<file path="config.mk">
export PLATFORM = sky130hd
export DESIGN_NAME = regfile_mp
export DESIGN_NICKNAME = d
export VERILOG_FILES = /design/src/rtl/regfile_mp.sv
export SDC_FILE = /design/constraint.sdc
export NUM_CORES = 1
export LEC_CHECK = 0
export CAP_MARGIN = 40
export CORE_MARGIN = 2
export CORE_UTILIZATION = 50
export DETAILED_ROUTE_END_ITERATION = 10
export PLACE_DENSITY_LB_ADDON = 0.25
export SLEW_MARGIN = 30
export SYNTH_ARGS = -nofsm -noshare
export SYNTH_HDL_FRONTEND = slang
export SYNTH_SLANG_ARGS = --single-unit
</file>
<file path="constraint.sdc">
create_clock -name clk -period 3.85 [get_ports clk]
set_clock_uncertainty 0.1 [all_clocks]
set_input_delay 0.5775 -clock clk [delete_from_list [all_inputs] [get_ports clk]]
set_output_delay 0.5775 -clock clk [all_outputs]
set_load 0.01 [all_outputs]
</file>
<file path="src/rtl/regfile_mp.sv">
// Parametrised register file: two registered read ports, one write port, sequential bulk-clear engine.
// Build option: define REGFILE_BYPASS_EN for write-first forwarding; otherwise reads are read-first.
`timescale 1ns/1ps
module regfile_mp #(
  parameter int                DATA_W    = 16,
  parameter int                DEPTH     = 4,
  parameter logic [DATA_W-1:0] CLEAR_VAL = '0,
  localparam int               ADR_W     = $clog2(DEPTH)
) (
  input  logic              clk,
  input  logic              reset,
  input  logic              write_en,
  input  logic [ADR_W-1:0]  write_adr,
  input  logic [DATA_W-1:0] write_data,
  input  logic              read_en,
  input  logic [ADR_W-1:0]  read_adr1,
  input  logic [ADR_W-1:0]  read_adr2,
  output logic [DATA_W-1:0] read_data1,
  output logic [DATA_W-1:0] read_data2,
  output logic              read_valid,
  input  logic              clear_req,
  output logic              clear_busy,
  output logic              clear_done,
  output logic              clear_state
);

  typedef enum logic {IDLE = 1'b0, CLEAR = 1'b1} state_t;

  localparam logic [ADR_W-1:0] LAST = ADR_W'(DEPTH - 1);

  logic [DATA_W-1:0] regs [DEPTH];
  state_t            state;
  logic [ADR_W-1:0]  idx;

  logic              w_in, r1_in, r2_in;
  logic              write_ok, read_ok;
  logic [DATA_W-1:0] rd1_next, rd2_next;

  // Addresses at or beyond DEPTH only exist when DEPTH is not a power of two.
  if (DEPTH == (1 << ADR_W)) begin : g_pow2
    assign w_in  = 1'b1;
    assign r1_in = 1'b1;
    assign r2_in = 1'b1;
  end else begin : g_npow2
    localparam logic [ADR_W:0] DEPTH_X = (ADR_W + 1)'(DEPTH);
    assign w_in  = {1'b0, write_adr} < DEPTH_X;
    assign r1_in = {1'b0, read_adr1} < DEPTH_X;
    assign r2_in = {1'b0, read_adr2} < DEPTH_X;
  end

  assign write_ok = write_en && (state == IDLE) && !clear_req && w_in;
  assign read_ok  = read_en && (state == IDLE);

  always_comb begin
    rd1_next = '0;
    rd2_next = '0;
    if (r1_in) rd1_next = regs[read_adr1];
    if (r2_in) rd2_next = regs[read_adr2];
`ifdef REGFILE_BYPASS_EN
    if (write_ok && (write_adr == read_adr1)) rd1_next = write_data;
    if (write_ok && (write_adr == read_adr2)) rd2_next = write_data;
`endif
  end

  // read_valid is a one-cycle strobe with no backpressure: read_data1/2 are fresh
  // exactly in the cycles where read_valid=1 and hold their last value otherwise.
  always_ff @(posedge clk or negedge reset) begin
    if (!reset) begin
      for (int i = 0; i < DEPTH; i++) regs[i] <= '0;
      read_data1 <= '0;
      read_data2 <= '0;
      read_valid <= 1'b0;
      state      <= IDLE;
      idx        <= '0;
      clear_done <= 1'b0;
    end else begin
      clear_done <= 1'b0;
      if (write_ok) regs[write_adr] <= write_data;
      if (read_ok) begin
        read_data1 <= rd1_next;
        read_data2 <= rd2_next;
        read_valid <= 1'b1;
      end else begin
        read_valid <= 1'b0;
      end
      case (state)
        IDLE: begin
          if (clear_req) begin
            regs[0]    <= CLEAR_VAL;
            idx        <= ADR_W'(1);
            state      <= CLEAR;
            clear_done <= (LAST == ADR_W'(1));
          end
        end
        CLEAR: begin
          regs[idx] <= CLEAR_VAL;
          if (idx == LAST) begin
            state <= IDLE;
            idx   <= '0;
          end else begin
            idx <= idx + ADR_W'(1);
            // done marks the cycle whose closing edge writes the last register
            clear_done <= ((idx + ADR_W'(1)) == LAST);
          end
        end
      endcase
    end
  end

  assign clear_busy  = (state == CLEAR);
  assign clear_state = state;

endmodule

</file>
==> flow_summary.ini <==
[sta]
max-slew-margin-rel_pct = 42.8
slew_viol_final = 0
fin_tns_setup_ns = 0
period_minus_slack_ns = 2.40
hold_viol_final = 0
fmax_ghz = 0.417
holdWs_ns = 0.00137
min_period_over_period_pct = 62.3
tightestPinTransition_ns = 0.859
rsz0062_at_grt = false
setup_viol = 0

[global_routing]
grt_antenna_before_repair = 0
grt_pass1_wl_um = 21200
grtUsageTotal_pct = 24.8
grt_remaining_overflow = 0
first_global_vias = 4102
grt_max_degree = 89

[cts]
clk_pin_slew_worst_paths_ns = 0.10
cts_hold_buf = 0
root_buffer = clkbuf_8
htreeDepth = 3
clockBufferDepth = 2
post-cts-setup-buffer-count = 0
cts_tree = done
cts_resized = 0
cts_buffers = 9
cts.sinks = 101
worstSkewPairLatency_ns = 0.36

[placed_design]
postPlaceCellArea_um2 = 5640
gp_congestion = 0.792
place_hpwl_um = 8050
io_buffers = 62

[detailed_routing]
dr.pass1.iters = 4
num_vias = 4013
routedWlPerCell_um = 19.2
first_iter_violations = 243
ant_nets = 0
wirelength_um = 12900
viasPerCell = 5.96
drc_errors = 0

[synthesis]
synth_nets = 525
ys_seq_area_share_pct = 50.9
synth-simple-area-share_pct = 16.0
avgSynthCellArea_um2 = 10.1
synthDistinctLibCells = 29
synthesis.area_um2 = 4960
yosys.area.top_type = dfrtp_1
synth_ff_type = dfrtp_1
async_flop_share_pct = 100
synth_xor_area_share_pct = 0
synthAdderAreaFrac_pct = 1.01
synth_top_family_by_area = simple AND/OR/NAND/NOR gates
synthTopCellsByArea = dfrtp_1, mux2i_1, nand2_1, nand3_1, o221ai_1
yosys_warnings = 0
synth_top_area_share_pct = 50.9
synth_edf_count = 0
synth_seq_cells = 101
synth_compound_area_share_pct = 13.9
muxShareOfSynthArea_pct = 13.6
syn_inst = 494

[power]
ir_drop_mv = 0.405
power.density_nw_per_um2 = 614
p_leak_nw = 2.57

[die]
io_pins = 63
die-area_um2 = 10700
die_h_um = 104
start_util_pct = 51.3
rows = 36
chipWidth_um = 104
core-area_um2 = 9680

[cells_and_area]
fin_util_pct = 60.9
nets = 566
n_antenna_cell = 0
syn_to_final_growth_pct = 18.7
nFillCells = 844
stdcell_area_um2 = 5900
drive_gt1_share_pct = 10.4

[setup_path]
path_max_fanout = 34
crit_required_ns = 3.96
cp-end-kind = flop
cp.arrival_ns = 2.51
crit_type = primary input to flop
reg2regPathDepth = 4
worstSetupStartpointType = primary input

[job]
max_cap_violations = 0

[min_path]
hold_path_class = primary input to asynchronous set/reset pin

[outcome]
status = complete, no violations
==> critical path, stage by stage <==
cell and delay, ns:
clkdlybuf4s50_1 0.56, nor3b_4 0.22, buf_4 0.34, and2_1 0.59
o21ai_0 0.22
==> stage by stage <==
| stage | setup slack [ns] | total power [W] | cells |
|---|---|---|---|
| 3_5_place_dp | 1.08 | 0.00290 | 655 |
| 2_1_floorplan | 2.26 | 0.00228 | 494 |
| 5_1_grt | 1.29 | 0.00384 | 673 |
| 4_1_cts | 1.45 | 0.00362 | 671 |
| 3_3_place_gp | 1.18 | 0.00286 | 653 |
| 6_report | 1.45 | 0.00362 | 673 |
==> where the power goes <==
part,internal (W),switching (W)
clock,0.000356,0.000373
combinational,0.000587,0.000682
sequential,0.00138,0.000247
==> logic make-up (layout without fill, tap and decap cells) <==
| logic type | Yosys count | after routing |
|---|---|---|
| adder cells (fa/ha/maj) | 4 | 4 |
| multiplexers | 66 | 66 |
| flip-flops | 101 | 101 |
| AND/OR/NAND/NOR | 178 | 178 |
| buffers and inverters | 47 | 93 |
| AO/OA/AOI/OAI | 98 | 98 |
==> layout by cell type (no fill, tap or decap), types with 2 or more instances in the layout <==
cell / n
buf_16: 3
and2_1: 2
nand2b_1: 3
buf_4: 6
nand3_1: 63
buf_6: 2
ha_1: 4
mux2i_1: 65
clkbuf_8: 12
buf_2: 2
nand2_1: 102
inv_1: 4
o221ai_1: 32
o21ai_0: 43
and2_4: 2
clkdlybuf4s50_1: 59
o21ai_2: 20
clkinv_4: 2
dfrtp_1: 101
==> area by class of cell <==
class | instances | area, µm² | area share, %
Clock buffer | 12 | 165 | 2.80
Timing Repair Buffer | 72 | 751 | 12.7
Tap cell | 133 | 166 | 2.82
Inverter | 5 | 18.8 | 0.318
Multi-Input combinational cell | 346 | 2210 | 37.5
Sequential cell | 101 | 2530 | 42.9
Clock inverter | 4 | 55.1 | 0.934
==> flip-flops by register name, summed over array words and instances, names as in the netlist <==
| signal | flops |
|---|---|
| read_valid | 1 |
| clear_busy | 1 |
| read_data1 | 16 |
| regs | 64 |
| read_data2 | 16 |
| clear_done | 1 |
| idx | 2 |
==> final timing paths <==
check	endpoint	slack (ns)	startpoint
max in group asynchronous	idx[0]	3.07	reset
worst min register to register	read_data1[8]	0.39	read_data1[8]
worst max-delay path	regs[52]	1.45	clear_req
worst min-delay path	regs[46]	0.001	reset
worst max register to register	regs[52]	1.46	clear_busy
min in group clk	read_data1[8]	0.39	read_data1[8]
==> metal layers <==
metal	track usage (%)	share of wire (%)	wire (µm)	vias to the layer above
met5	0	0	0	-
met4	11.3	2.8	358	0
met3	4.15	5.5	703	28
met2	38.6	48	6220	136
met1	34.3	43	5600	2006
li1	-	-	-	1843
==> cell usage after synthesis, drive strengths merged, types with 3 or more instances <==
| cell type | n |
|---|---|
| inv | 5 |
| o221ai | 32 |
| buf | 24 |
| and2 | 4 |
| ha | 4 |
| nand2 | 102 |
| nand2b | 3 |
| o21ai | 64 |
| clkbuf | 18 |
| mux2i | 66 |
| nand3 | 63 |
| dfrtp | 101 |
Note: power is estimated with default switching activity, not from simulation.
==> RTL change, RTL diff (config.mk and constraints unchanged) <==
Reset style: synchronous (`reset`), changed in one clocked block.
--- a/src/rtl/regfile_mp.sv
+++ b/src/rtl/regfile_mp.sv
@@ -64,7 +64,7 @@
 
   // read_valid is a one-cycle strobe with no backpressure: read_data1/2 are fresh
   // exactly in the cycles where read_valid=1 and hold their last value otherwise.
-  always_ff @(posedge clk or negedge reset) begin
+  always_ff @(posedge clk) begin
     if (!reset) begin
       for (int i = 0; i < DEPTH; i++) regs[i] <= '0;
       read_data1 <= '0;
Function: differs if reset is asserted again (counterexample within 4 cycles, from zero or initial values and one cycle with reset low); with reset held inactive, the same outputs for 4 cycles.
==> RTL change against the original RTL <==
  * Synthesized cell count decreased by 24%
  * Final area decreased by 3.3%
  * Setup slack got worse by 0.12 ns
  * Die area decreased by 3.3%
  * Synthesized area decreased by 3.5%
  * Routed wire length decreased by 22%
  * Register-to-register slack improved by 0.04 ns
  * Sequential cell count unchanged
  * First-iteration DRC count decreased by 33%
Power is not compared: it rests on default switching activity, and its combinational part moved more than twofold at a synthesized area within 25%.
==> RTL change: results (changes against the original RTL) <==
GRT
  – Initial antenna violation count: 0 (unchanged)
  – Gr usage total: 21.0% (-3.8 points)
  – Largest net degree at the start of global routing: 34 (-62%)
  – First-pass GRT wire length: 16.4 mm (-23%)
  – Vias in the first global route: 3,137 (-24%)

Power and ir drop
  – Tot Pwr: 2.20 mW
  – Max VDD drop: between 0.15 and 0.2 mV
  – Lkg Pwr: between 2 and 3 nW
  – Clock power share: 28.5%
  – Net Switching: 591 uW

Synthesis
  – Sequential fraction of the synthesis area: 55.6% (+4.7 points)
  – Post-synth EDFFs: 64 (+64)
  – Synth top cells by count: edfxtp_1 (64), mux2i_1 (64), dfxtp_1 (37)
  – Main synth FF type: edfxtp_1
  – Ranking of synthesized cells by area: edfxtp_1 (40%), dfxtp_1 (15%), mux2i_1 (13%)
  – Count of different cell masters after synthesis: 34 (+17%)
  – Synth Area per Inst: 12.8 sq um (+27%)
  – Ys async rst share: 0% (-100 points)
  – Mapped Nets: 403 (-23%)

Placed design
  – RePlAce Congestion: 0.764 (-3.4%)
  – Post-place setup slack: 0.972 ns (-0.109 ns)
  – DP HPWL: 6.87 mm (-15%)
  – DP Cell Count: 548 (-16%)
  – Port Buffers: 62 (unchanged)
  – Placed cell area: 0.00552 sq mm (-2.1%)

Clock network
  – CTS resizes: 0 (unchanged)
  – Number of CTS-inserted buffers: 9 (unchanged)
  – Clk root buf: clkbuf_8

Route
  – DR vias/cell: 5.57 (-6.5%)
  – Total routed wirelength: 10.1 mm (-22%)
  – Wire per inst: 17.9 um (-6.5%)
  – First-pass DRT Iterations: 5 (+1)
  – 1st-iter DRT viols: 163 (-33%)

Final layout
  – Registers with the most flip-flops: regs: 64 flops, read_data1: 16 flops, read_data2: 16 flops
  – Fin nets: 459 (-19%)
  – Antenna Cells: 0 (unchanged)
  – Share of cells above drive strength 1: 17.9% (+7.6 points)

Worst setup path
  – Critical path's largest stage delay: 0.80 ns (+0.21 ns)
  – Critical path's top delay family: flip-flops
  – Critical path's slowest cell: dfxtp_1
  – Critical Path AT: 1.84 ns (-0.67 ns)
  – CP Max Fanout: 19 (-44%)

Worst hold path
  – Worst hold path type: reg2reg

Timing
  – Worst Tran Pin Value: 0.723 ns (-0.135 ns)

Status
  – Status: finished, final reports clean
[RTL change: kinds of logic after synthesis]
group	count (synthesis)	synth area share, %
buf+inv	51	5.85
flops	101	55.6
fa+ha+maj	2	0.522
compound gates	75	11.6
mux	64	13.4
simple gates	81	13.1
[RTL change: metal layers]
layer,up-vias,share of wire [%],GRT usage [%]
met4,0,1.2,6.46
met5,-,0,0
met1,1539,47,29.5
met3,9,4.3,3.08
met2,85,48,34.1
li1,1510,-,-
[RTL change: layout make-up]
class	instances	area, sq um
Tap cell	129	161
Inverter	18	67.6
Multi-Input combinational cell	222	1870
Sequential cell	101	2660
Fill cell	801	3580
Clock buffer	9	124
Clock inverter	7	55.1
Timing Repair Buffer	78	756
[RTL change: path summary, 6_finish.rpt]
path / start / end / slack (ns) / cells after the start
worst min-delay path: read_data2[12] / read_data2[12] / 0.36 / 1
worst max-delay path: clear_busy / clear_state / 1.33 / 1
worst max register to register: clear_busy / regs[1][6] / 1.50 / 4
worst min register to register: read_data2[12] / read_data2[12] / 0.36 / 1
